$ cat src/rtl/mv_result_drain.sv
// mv_result_drain: reads the N result words of the matrix-vector multiplier
// back out of the result RAM, streams them over a valid/ready interface and
// keeps track of the largest element and its index.
//
// Reads are issued against a credit counted over the 2-entry output buffer
// plus the one read that can be in flight across the RAM latency. The buffer
// therefore never overflows, and the consumer may stall at any time.

module mv_result_drain #(
  parameter  int N          = 3,
  parameter  int DW         = 8,
  parameter  int BRAM_DEPTH = 32,
  localparam int RW         = 2*DW + $clog2(N),
  localparam int AW         = $clog2(BRAM_DEPTH),
  localparam int IW         = $clog2(N) + 1
) (
  input  logic          clk_i,
  input  logic          rst_i,        // asynchronous, active low
  input  logic          start_i,
  input  logic [AW-1:0] base_addr_i,
  output logic          rd_en_o,
  output logic [AW-1:0] rd_addr_o,
  input  logic [RW-1:0] rd_data_i,
  output logic          out_valid_o,
  input  logic          out_ready_i,
  output logic [RW-1:0] out_data_o,
  output logic [IW-1:0] out_idx_o,
  output logic          out_last_o,
  output logic          busy_o,
  output logic          done_o,
  output logic [RW-1:0] max_val_o,
  output logic [IW-1:0] max_idx_o
);

  typedef enum logic [1:0] {
    S_IDLE,
    S_READ,
    S_DRAIN,
    S_DONE
  } state_e;

  state_e        state_q;
  logic [AW-1:0] addr_q;       // base address plus issue count, wrapped
  logic [IW-1:0] issue_cnt_q;  // reads issued this drain
  logic [IW-1:0] ret_cnt_q;    // RAM words returned into the buffer
  logic [IW-1:0] acc_cnt_q;    // words accepted by the consumer
  logic          rd_pend_q;    // a read was issued last cycle; its data is on rd_data_i now
  logic          busy_q;
  logic          done_q;
  logic [RW-1:0] max_val_q;
  logic [IW-1:0] max_idx_q;

  // Output buffer: slot 0 is the head and drives the stream outputs.
  logic [1:0]    occ_q;
  logic [RW-1:0] s0_data_q, s1_data_q;
  logic [IW-1:0] s0_idx_q,  s1_idx_q;

  logic          pop;
  logic [1:0]    inflight_sum;
  logic          credit;

  // A word leaves the buffer only when it is both offered and taken.
  assign pop = out_valid_o && out_ready_i;

  // Occupancy plus the read whose data lands this cycle; a pop in the same
  // cycle frees a slot early enough for one more read.
  assign inflight_sum = occ_q + {1'b0, rd_pend_q};
  assign credit       = (inflight_sum < 2'd2) || ((inflight_sum == 2'd2) && pop);

  // Reads are issued combinationally so that the pop-this-cycle credit can be
  // used immediately, keeping one word per cycle with the consumer ready.
  assign rd_en_o   = (state_q == S_READ) && credit;
  assign rd_addr_o = addr_q;

  assign out_valid_o = (occ_q != 2'd0);
  assign out_data_o  = s0_data_q;
  assign out_idx_o   = s0_idx_q;
  assign out_last_o  = out_valid_o && (s0_idx_q == IW'(N-1));

  assign busy_o    = busy_q;
  assign done_o    = done_q;
  assign max_val_o = max_val_q;
  assign max_idx_o = max_idx_q;

  // Drain sequencing: read issue, return/accept counting and max tracking.
  // NOTE: every sequential assignment uses <= so all registers update from the
  // same pre-edge values regardless of statement order within the block.
  always_ff @(posedge clk_i or negedge rst_i) begin
    if (!rst_i) begin
      state_q     <= S_IDLE;
      addr_q      <= '0;
      issue_cnt_q <= '0;
      ret_cnt_q   <= '0;
      acc_cnt_q   <= '0;
      rd_pend_q   <= 1'b0;
      busy_q      <= 1'b0;
      done_q      <= 1'b0;
      max_val_q   <= '0;
      max_idx_q   <= '0;
    end else begin
      done_q    <= 1'b0;
      rd_pend_q <= rd_en_o;

      if (rd_en_o) begin
        addr_q      <= (addr_q == AW'(BRAM_DEPTH-1)) ? '0 : addr_q + 1'b1;
        issue_cnt_q <= issue_cnt_q + 1'b1;
      end

      if (rd_pend_q) begin
        ret_cnt_q <= ret_cnt_q + 1'b1;
      end

      // Words arrive in index order, so a strict compare keeps the lowest
      // index on ties; the first accepted word always loads.
      if (pop) begin
        acc_cnt_q <= acc_cnt_q + 1'b1;
        if ((acc_cnt_q == '0) || (out_data_o > max_val_q)) begin
          max_val_q <= out_data_o;
          max_idx_q <= out_idx_o;
        end
      end

      case (state_q)
        S_IDLE: begin
          if (start_i) begin
            state_q     <= S_READ;
            addr_q      <= base_addr_i;
            issue_cnt_q <= '0;
            ret_cnt_q   <= '0;
            acc_cnt_q   <= '0;
            max_val_q   <= '0;
            max_idx_q   <= '0;
            busy_q      <= 1'b1;
          end
        end
        S_READ: begin
          if (rd_en_o && (issue_cnt_q == IW'(N-1))) begin
            state_q <= S_DRAIN;
          end
        end
        S_DRAIN: begin
          if (pop && (acc_cnt_q == IW'(N-1))) begin
            state_q <= S_DONE;
            done_q  <= 1'b1;
          end
        end
        S_DONE: begin
          busy_q  <= 1'b0;
          state_q <= S_IDLE;
        end
        default: state_q <= S_IDLE;
      endcase
    end
  end

  // Two-slot FIFO: write lands the cycle after a read, pop shifts slot 1 forward.
  // NOTE: the buffer slots are reset even though occupancy alone guards them,
  // because the stream outputs are driven straight from slot 0 and must read 0.
  always_ff @(posedge clk_i or negedge rst_i) begin
    if (!rst_i) begin
      occ_q     <= 2'd0;
      s0_data_q <= '0;
      s0_idx_q  <= '0;
      s1_data_q <= '0;
      s1_idx_q  <= '0;
    end else begin
      case ({rd_pend_q, pop})
        2'b10: begin
          if (occ_q == 2'd0) begin
            s0_data_q <= rd_data_i;
            s0_idx_q  <= ret_cnt_q;
          end else begin
            s1_data_q <= rd_data_i;
            s1_idx_q  <= ret_cnt_q;
          end
          occ_q <= occ_q + 2'd1;
        end
        2'b01: begin
          s0_data_q <= s1_data_q;
          s0_idx_q  <= s1_idx_q;
          occ_q     <= occ_q - 2'd1;
        end
        2'b11: begin
          if (occ_q == 2'd1) begin
            s0_data_q <= rd_data_i;
            s0_idx_q  <= ret_cnt_q;
          end else begin
            s0_data_q <= s1_data_q;
            s0_idx_q  <= s1_idx_q;
            s1_data_q <= rd_data_i;
            s1_idx_q  <= ret_cnt_q;
          end
        end
        default: ;
      endcase
    end
  end

endmodule

$ cat config.mk
export PLATFORM = sky130hd
export DESIGN_NAME = mv_result_drain
export DESIGN_NICKNAME = d
export VERILOG_FILES = /design/src/rtl/mv_result_drain.sv
export SDC_FILE = /design/constraint.sdc
export NUM_CORES = 1
export LEC_CHECK = 0
export ABC_AREA = 1
export CAP_MARGIN = 5
export CORE_UTILIZATION = 46
export CTS_BUF_LIST = sky130_fd_sc_hd__clkbuf_2 sky130_fd_sc_hd__clkbuf_4 sky130_fd_sc_hd__clkbuf_8
export DETAILED_ROUTE_END_ITERATION = 8
export PLACE_DENSITY = 0.76
export SLEW_MARGIN = 0
export SYNTH_ARGS = -nofsm -noshare
export SYNTH_HDL_FRONTEND = slang
export SYNTH_SLANG_ARGS = --single-unit
$ cat constraint.sdc
create_clock -name clk_i -period 2.75 [get_ports clk_i]
set_clock_uncertainty 0.1 [all_clocks]
set_input_delay 0.275 -clock clk_i [delete_from_list [all_inputs] [get_ports clk_i]]
set_output_delay 0.275 -clock clk_i [all_outputs]
set_load 0.05 [all_outputs]
==> summary.txt, run 1 <==
Clock tree
  • Post-CTS setup buffers: 0
  • Clk root buf: clkbuf_8
  • H-tree lvl count: 3
  • Clk buf depth: 2
  • Clk pin slew, worst setup/hold paths: 0.08 ns
  • Clock Sinks: 84
  • CTS tree: built
  • Cts-stage hold buffer count: 0
  • Worst-skew pair later-pin latency: 0.35 ns
  • Post_cts resized: 0
  • CTS buffer count: 9

Timing
  • RSZ-0062 raised after global routing: false
  • WHS: -0.004939 ns
  • Fin. max-slew vios: 0
  • Slew HR: 29.42%
  • Max Freq: 382.9 MHz
  • Tmin final: 2.612 ns
  • Fin crit share: 94.98%
  • Worst Tran Pin Value: 1.059 ns
  • TNS Setup: 0 ns
  • Setup Viol. Count Final: 0
  • Hold Vio Cnt, Final: 3

Die
  • Die Y-Extent: 101.4 µm
  • Core area: 9415 µm²
  • Ports: 79
  • Die W: 101.4 µm
  • Die area: 10280 µm²
  • Initial core utilization: 48.25%
  • Num rows: 35

Global routing
  • Antenna violations before repair: 0
  • Total grt overflow: 0
  • Number of global-route vias before repair: 3665
  • GRT Total Usage: 21.16%
  • First-pass GRT wire length: 17080 µm
  • Largest net degree at the start of global routing: 85

Synthesis
  • Post-Synthesis Cells: 563
  • Netlist area before placement: 4543 µm²
  • Syn_area_per_cell: 8.069 µm²
  • Synth unique cells: 30
  • Synth Register Bits: 84
  • Syn nets: 626
  • Seq/Total Area, Yosys: 46.27%
  • Warnings from Yosys: 0

Worst setup path
  • CP Data Required Time: 2.38 ns
  • Setup crit end kind: output port
  • Cell count of the worst reg-to-reg path: 12
  • Worst EP arrival: 2.24 ns
  • Worst R2R Setup Slack: 0.45 ns
  • Critical path class: reg2out
  • Crit path max fanout: 4
  • CP startpoint kind: flop

Placed design
  • RePlAce Congestion: 0.7905
  • Post-DP HPWL: 7229 µm
  • IO Port Bufs: 78

Routing
  • Post-Route M1 WL: 4554 µm
  • Mean routed wirelength per cell: 13.00 µm
  • Routed Antenna Nets: 0
  • Pre-antenna DRT Iters: 5
  • # DRC: 0
  • 1st-iter DRT viols: 199
  • Vias per cell: 4.961
  • Total Wirelength: 10010 µm
  • Routed wl met3: 351 µm
  • Vias: 3820
  • Top Layer Used: met4
  • Met2 wire length: 5001 µm

Flow run
  • Reported max-cap violation count: 0

Final layout
  • Layout cells sized above 1: 6.084%
  • Final antenna diode count: 0
  • Area delta synth->final: 23.55%
  • Final net count: 699
  • Fillcell total: 829

Run status
  • Status: finished, violations left
  • Failing checks: negative hold slack

Hold path
  • Hold Path Class: in2async
## metal layers
metal / vias to the layer above / global-route usage, %
met5: - / 0
met4: 0 / 5.128
met3: 10 / 5.038
met2: 81 / 36.21
met1: 1796 / 27.12
li1: 1933 / -
## cell usage after synthesis
cell | number | share of area [%]
nand3_1 | 25 | 2.8
xnor2_1 | 2 | 0.39
clkbuf_1 | 14 | 1.2
nand2_1 | 109 | 9.0
a31oi_1 | 1 | 0.14
nand3_2 | 1 | 0.22
a21oi_2 | 2 | 0.39
nor4_1 | 1 | 0.14
nor2_1 | 32 | 2.6
a211oi_1 | 1 | 0.17
o211ai_1 | 1 | 0.17
and3_1 | 1 | 0.14
inv_2 | 3 | 0.25
o22ai_1 | 21 | 2.9
xor2_1 | 3 | 0.58
buf_4 | 1 | 0.17
o21ai_1 | 5 | 0.55
nor3_1 | 2 | 0.22
nand2_4 | 1 | 0.25
nand2_2 | 3 | 0.41
buf_2 | 3 | 0.33
o21ai_0 | 59 | 6.5
a21o_1 | 1 | 0.17
buf_6 | 4 | 0.99
dfrtp_1 | 84 | 46
buf_1 | 1 | 0.083
ha_1 | 36 | 9.9
nor2_2 | 2 | 0.28
inv_1 | 109 | 9.0
a21oi_1 | 35 | 3.9
## critical path, cell delays in order, from the launching register on
cell             delay, ns
dfrtp_1               0.41
inv_1                 0.06
ha_1                  0.23
nor4_1                0.33
clkdlybuf4s50_1       0.87
## final timing paths
check / to / from
max in group asynchronous: out_data_o[12] / rst_i
worst min register to register: s1_idx_q[1] / s1_idx_q[1]
worst max register to register: s1_data_q[9] / occ_q[0]
min in group clk_i: rd_addr_o[3] / base_addr_i[3]
worst min-delay path: state_q[0] / rst_i
worst max-delay path: out_last_o / occ_q[0]
## cell usage in the layout (no fill, tap or decap), types with 2 or more instances in the layout
cell type	netlist	routed
a21oi_1	35	35
a21oi_2	2	2
buf_4	1	8
clkbuf_8	0	10
clkdlybuf4s50_1	0	76
clkinvlp_4	0	2
dfrtp_1	84	84
ha_1	36	36
inv_1	109	109
inv_2	3	3
inv_6	0	2
nand2_1	109	109
nand2_2	3	3
nand3_1	25	25
nor2_1	32	32
nor2_2	2	2
nor3_1	2	2
o21ai_0	59	58
o21ai_1	5	4
o21ai_2	0	2
o22ai_1	21	21
xnor2_1	2	2
xor2_1	3	3
## sequential cells by signal, indices dropped and copies added, names as in the netlist
register / count
done_o: 1
out_idx_o: 3
out_data_o: 18
ret_cnt_q: 3
issue_cnt_q: 3
s1_idx_q: 3
busy_o: 1
occ_q: 2
rd_pend_q: 1
rd_addr_o: 5
state_q: 2
s1_data_q: 18
max_val_o: 18
max_idx_o: 3
acc_cnt_q: 3
## per-stage QoR
step                utilization, %  instance area, µm²  instances  worst slack (ns)
finish                       59.61                5613        770            0.1381
global route                 59.61                5613        770           0.02112
CTS                          59.61                5613        770            0.1077
detailed placement           57.66                5429        754            0.4697
global placement             57.66                5429        754            0.4914
floorplan                        -                4543        563            0.1241
## final cells by class
cell class / count / area (µm²) / share of cell area, %
Timing Repair Buffer: 85 / 840.8 / 14.98
Tap cell: 129 / 161.4 / 2.876
Clock buffer: 10 / 137.6 / 2.452
Clock inverter: 6 / 46.29 / 0.8248
Inverter: 112 / 420.4 / 7.490
Sequential cell: 84 / 2102 / 37.45
Multi-Input combinational cell: 344 / 1904 / 33.93
## kinds of logic after synthesis
kind of cell | share of synthesized area (%)
simple gates | 16.06
buf+inv | 11.98
compound gates | 14.82
flops | 46.27
fa+ha+maj | 9.915
xor+xnor | 0.9641
Power of run 1 is not shown: default switching activity piles up to over one toggle a cycle in this logic, so the estimate is an artifact.
==> run 2: changes to the inputs <==
==> constraint.sdc (replaced) <==
create_clock -name clk_i -period 2.5 [get_ports clk_i]
set_clock_uncertainty 0.1 [all_clocks]
set_input_delay 0.25 -clock clk_i [delete_from_list [all_inputs] [get_ports clk_i]]
set_output_delay 0.25 -clock clk_i [all_outputs]
set_load 0.05 [all_outputs]
==> run 2 against run 1 <==
Non-clock buffer count up 2. Setup slack better by 0.0042 ns. Routed wire length decreased by 0.11%. Cell area up 1.3%. Core utilization is 0.77 points higher. Via count increased by 1.2%. Hold slack better by 0.28 ns. Critical path depth unchanged. Register-to-register slack worse by 0.18 ns. Sequential share of layout area is 0.48 points lower. Largest cell class unchanged. Final cell count is 0.26% higher. Global-route usage decreased by 0.18 points. The flow now finishes without violations.
==> summary.txt, run 2 (synthesis results as in run 1) <==
Run status
  • Status: finished, final reports clean

Die
  • Die area: 10280 µm² (unchanged)
  • Die W: 101.4 µm (unchanged)
  • Initial core utilization: 48.25% (unchanged)
  • Num rows: 35 (unchanged)
  • Die Y-Extent: 101.4 µm (unchanged)
  • Core area: 9415 µm² (unchanged)
  • Ports: 79 (unchanged)

Timing
  • Fin. max-slew vios: 0 (unchanged)
  • Slew HR: 64.68% (+35 points)
  • Setup Viol. Count Final: 0 (unchanged)
  • RSZ-0062 raised after global routing: false
  • Tmin final: 2.358 ns
  • TNS Setup: 0 ns (unchanged)
  • Worst Tran Pin Value: 0.5282 ns (-0.5304 ns)
  • Hold Vio Cnt, Final: 0 (-3)
  • Fin crit share: 94.31%
  • Max Freq: 424.1 MHz

Final layout
  • Layout cells sized above 1: 6.843% (+0.76 points)
  • Fillcell total: 839 (+1.2%)
  • Final net count: 701 (+0.29%)
  • Final antenna diode count: 0 (unchanged)
  • Multi-input logic area: 1917 µm² (+0.66%)
  • Commonest cells after routing, fill and taps aside: 109 x inv_1, 108 x nand2_1, 84 x dfrtp_1
  • Area delta synth->final: 25.14%
  • Seq. cell area: 2102 µm² (unchanged)
  • Most common cell after layout, fill and taps aside: inv_1

Routing
  • Vias per cell: 5.006 (+0.92%)
  • 1st-iter DRT viols: 251 (+26%)
  • Routed Antenna Nets: 0 (unchanged)
  • Vias: 3865 (+1.2%)
  • Total Wirelength: 10000 µm (-0.11%)
  • Pre-antenna DRT Iters: 5 (unchanged)
  • # DRC: 0 (unchanged)
  • Mean routed wirelength per cell: 12.96 µm (-0.37%)

Worst setup path
  • Setup crit end kind: output port
  • Worst EP arrival: 2.01 ns (-0.23 ns)
  • CP startpoint kind: flop
  • Critical path class: reg2out
  • CP Data Required Time: 2.15 ns (-0.23 ns)
  • Crit path max fanout: 4 (unchanged)

Clock tree
  • CTS tree: built
  • Worst-skew pair later-pin latency: 0.35 ns (about the same)
  • H-tree lvl count: 3 (unchanged)
  • Post-CTS setup buffers: 0 (unchanged)
  • CTS buffer count: 9 (unchanged)
  • Clk root buf: clkbuf_8
  • Clk pin slew, worst setup/hold paths: 0.08 ns (about the same)
  • Clock Sinks: 84 (unchanged)
  • Clk buf depth: 2 (unchanged)

Global routing
  • GRT Total Usage: 20.98% (-0.18 points)
  • First-pass GRT wire length: 16640 µm (-2.5%)
  • Largest net degree at the start of global routing: 53 (-38%)
  • Antenna violations before repair: 0 (unchanged)
  • Number of global-route vias before repair: 3611 (-1.5%)
  • Total grt overflow: 0 (unchanged)

Placed design
  • IO Port Bufs: 78 (unchanged)
  • RePlAce Congestion: 0.7915 (+0.13%)
  • Post-DP HPWL: 7274 µm (+0.63%)

Hold path
  • Hold Path Class: in2async

Flow run
  • Reported max-cap violation count: 0 (unchanged)
run 2: cell count changes in the layout (fill, tap and decap cells not counted), sizes merged:
cell,previous run,this run
dlygate4sd3,0,1
bufinv,0,1
clkbuf,10,12
clkdlybuf4s50,76,75
clkinv,2,0
clkinvlp,2,1
buf,9,11
run 2: worst paths after layout:
path	from	to	slack (ns)	cells after the start
setup / recovery	occ_q[0]	out_valid_o	0.14	4
hold / removal	rst_i	state_q[0]	0.27	2
setup reg to reg	occ_q[1]	s1_idx_q[2]	0.27	12
hold reg to reg	s1_data_q[2]	s1_data_q[2]	0.39	2
max in group asynchronous	rst_i	out_data_o[2]	1.41	3
min in group clk_i	base_addr_i[3]	rd_addr_o[3]	0.34	3
run 2: timing repair:
action | CTS | global route
hold buffers | 1 | 0
gates resized for setup | 0 | 3
endpoints found under the hold margin | 32 | 0
endpoints found under the setup margin | 0 | 1
run 2: critical path: stages, from the launching register on:
cell and delay, ns:
dfrtp_1 0.42, inv_1 0.06, ha_1 0.23, inv_2 0.11
clkdlybuf4s50_1 0.84
run 2: per-layer routing:
| layer | GRT usage, % | wire length [µm] | vias to the layer above |
|---|---|---|---|
| li1 | - | - | 1933 |
| met1 | 26.67 | 4378 | 1800 |
| met2 | 35.37 | 4897 | 116 |
| met3 | 5.038 | 557 | 16 |
| met4 | 6.689 | 169 | 0 |
| met5 | 0 | 0 | - |
run 2: cell type report:
type | count | share of cell area, %
clock inverters | 4 | 0.9683
repair buffers | 87 | 15.27
inverters | 112 | 7.438
flip-flops and latches | 84 | 36.97
multi-input cells | 344 | 33.71
well taps | 129 | 2.839
clock buffers | 12 | 2.795
run 2: per-stage QoR:
step	setup slack (ns)	util [%]	instance area (µm²)	hold WS (ns)	std cells
floorplan	0.03343	-	4551	-0.1456	563
global placement	0.3382	57.91	5453	0.1240	755
detailed placement	0.3050	57.91	5453	0.1267	755
CTS	0.004587	60.29	5677	0.2787	772
global route	0.007545	60.39	5685	0.3013	772
finish	0.1423	60.39	5685	0.2733	772
Power of run 2 is left out for the same reason.
==> run 3: changes to the inputs <==
--- a/config.mk
+++ b/config.mk
@@ -8,8 +8,9 @@
 export ABC_AREA = 1
 export CAP_MARGIN = 5
 export CORE_UTILIZATION = 46
-export CTS_BUF_LIST = sky130_fd_sc_hd__clkbuf_2 sky130_fd_sc_hd__clkbuf_4 sky130_fd_sc_hd__clkbuf_8
+export CTS_BUF_LIST = sky130_fd_sc_hd__clkbuf_4
 export DETAILED_ROUTE_END_ITERATION = 8
+export MAX_ROUTING_LAYER = met4
 export PLACE_DENSITY = 0.76
 export SLEW_MARGIN = 0
 export SYNTH_ARGS = -nofsm -noshare
==> run 3 against run 2 <==
Setup slack better by 0.053 ns. Largest cell class unchanged. Via count is 0.16% lower. Maximum frequency is 2.3% higher. Sequential share of layout area is 0.37 points higher. Register-to-register slack hardly changed. Non-clock buffer count stayed put. First-iteration DRC count is 2.0% higher. Count of clock-buffer cells in the layout is 2 lower. Cell area is 0.99% lower. Sequential cell count stayed put. Core utilization is 0.60 points lower. Global-route usage is 0.43 points higher.
==> summary.txt, run 3 (synthesis results as in run 1) <==
Final layout
  • Area delta synth->final: 23.91%
  • Most common cell after layout, fill and taps aside: inv_1
  • Layout cells sized above 1: 6.532% (-0.31 points)
  • Commonest cells after routing, fill and taps aside: 109 x inv_1, 108 x nand2_1, 84 x dfrtp_1
  • Final net count: 701 (unchanged)
  • Post-Layout Cell Count: 772 (unchanged)
  • Final core utilization: 59.79% (-0.60 points)
  • Design Area, Final: 5629 µm² (-0.99%)
  • Final antenna diode count: 0 (unchanged)

Worst setup path
  • Most common cell on crit path: nand2_4
  • Critical path class: reg2out
  • Crit path max fanout: 10 (+6)
  • CP Data Required Time: 2.15 ns (about the same)
  • Slowest CP cell: dfrtp_1
  • CP startpoint kind: flop
  • CP Cell Sequence: inv_1 > ha_1 > inv_2 > nand2_4 > o21ai_4 > nand2_4 > inv_4 > buf_12
  • Setup crit end kind: output port
  • Worst EP arrival: 1.96 ns (-0.05 ns)
  • Worst path max stage delay: 0.44 ns (-0.40 ns)

Placed design
  • Total placed cells including tap cells: 755 (unchanged)
  • Post-DP HPWL: 7274 µm (unchanged)
  • Cell Area, Placed: 5453 µm² (unchanged)
  • IO Port Bufs: 78 (unchanged)
  • RePlAce Congestion: 0.8027 (+1.4%)

Clock tree
  • H-tree lvl count: 3 (unchanged)
  • Post-CTS setup buffers: 0 (unchanged)
  • Clk buf depth: 2 (unchanged)
  • CTS tree: built
  • Clock Sinks: 84 (unchanged)
  • CTS buffer count: 9 (unchanged)
  • Clk pin slew, worst setup/hold paths: 0.13 ns (+0.05 ns)
  • Clk root buf: clkbuf_4
  • Worst-skew pair later-pin latency: 0.42 ns (+0.07 ns)

Die
  • Initial core utilization: 48.25% (unchanged)
  • Core area: 9415 µm² (unchanged)
  • Num rows: 35 (unchanged)
  • Ports: 79 (unchanged)
  • Die area: 10280 µm² (unchanged)
  • Die W: 101.4 µm (unchanged)
  • Die Y-Extent: 101.4 µm (unchanged)

Timing
  • Slew HR: 64.45% (-0.23 points)
  • Worst Tran Pin Value: 0.5324 ns (+0.004244 ns)
  • Setup Viol. Count Final: 0 (unchanged)
  • Tmin final: 2.305 ns (-0.05272 ns)
  • RSZ-0062 raised after global routing: false
  • Fin crit share: 92.20% (-2.1 points)
  • Hold Vio Cnt, Final: 0 (unchanged)
  • TNS Setup: 0 ns (unchanged)
  • Fin. max-slew vios: 0 (unchanged)
  • Max Freq: 433.8 MHz (+2.3%)

Routing
  • Total Wirelength: 10070 µm (+0.65%)
  • Mean routed wirelength per cell: 13.04 µm (+0.65%)
  • Vias per cell: 4.999 (-0.16%)
  • 1st-iter DRT viols: 256 (+2.0%)
  • Pre-antenna DRT Iters: 4 (-1)
  • Vias: 3859 (-0.16%)
  • Routed Antenna Nets: 0 (unchanged)
  • # DRC: 0 (unchanged)

Global routing
  • Antenna violations before repair: 0 (unchanged)
  • Total grt overflow: 0 (unchanged)
  • Largest net degree at the start of global routing: 53 (unchanged)
  • Number of global-route vias before repair: 3609 (-0.055%)
  • GRT Total Usage: 21.41% (+0.43 points)
  • First-pass GRT wire length: 16550 µm (-0.58%)

Flow run
  • Reported max-cap violation count: 0 (unchanged)

Hold path
  • Hold Path Class: in2async

Run status
  • Status: finished, final reports clean
run 3: stage by stage:
step	hold WS, ns	worst slack [ns]
3_3_place_gp	0.1240	0.3382
6_report	0.1895	0.1950
3_5_place_dp	0.1267	0.3050
2_1_floorplan	-0.1456	0.03343
4_1_cts	0.1800	0.009375
5_1_grt	0.1997	0.04955
run 3: critical path, delay by kind of cell (launching register included):
family / cells / cell delay [ns]
compound gates: 1 / 0.18
fa+ha+maj: 1 / 0.23
buf+inv: 4 / 0.46
flops: 1 / 0.44
simple gates: 2 / 0.21
run 3: repair_timing:
item | 4_1_cts | 5_1_grt
endpoints found under the setup margin | 1 | 2
hold buffers | 1 | 0
resized for setup | 2 | 5
hold endpoints to repair | 32 | 0
run 3: worst paths after layout:
path                                 from  slack [ns]            end  cells after the start
min                                 rst_i        0.19     state_q[0]                      2
max reg2reg                      occ_q[0]        0.27    s1_idx_q[2]                     12
max                              occ_q[0]        0.19        rd_en_o                      8
min reg2reg                  s1_data_q[2]        0.40   s1_data_q[2]                      2
min in group clk_i         base_addr_i[3]        0.26   rd_addr_o[3]                      3
max in group asynchronous           rst_i        1.49  out_data_o[1]                      3
run 3: layout make-up:
class	instances	area, µm²
Multi-Input combinational cell	344	1934
Sequential cell	84	2102
Clock inverter	6	62.56
Clock buffer	10	75.07
Tap cell	129	161.4
Inverter	112	422.9
Fill cell	853	3786
Timing Repair Buffer	87	870.8
run 3: routing by layer:
metal	GRT usage, %	vias up	routed length, µm
met4	5.351	0	146
li1	-	1940	-
met1	26.36	1803	4513
met5	-	-	0
met3	5.176	12	479
met2	35.43	104	4928
Power of run 3 is left out for the same reason.
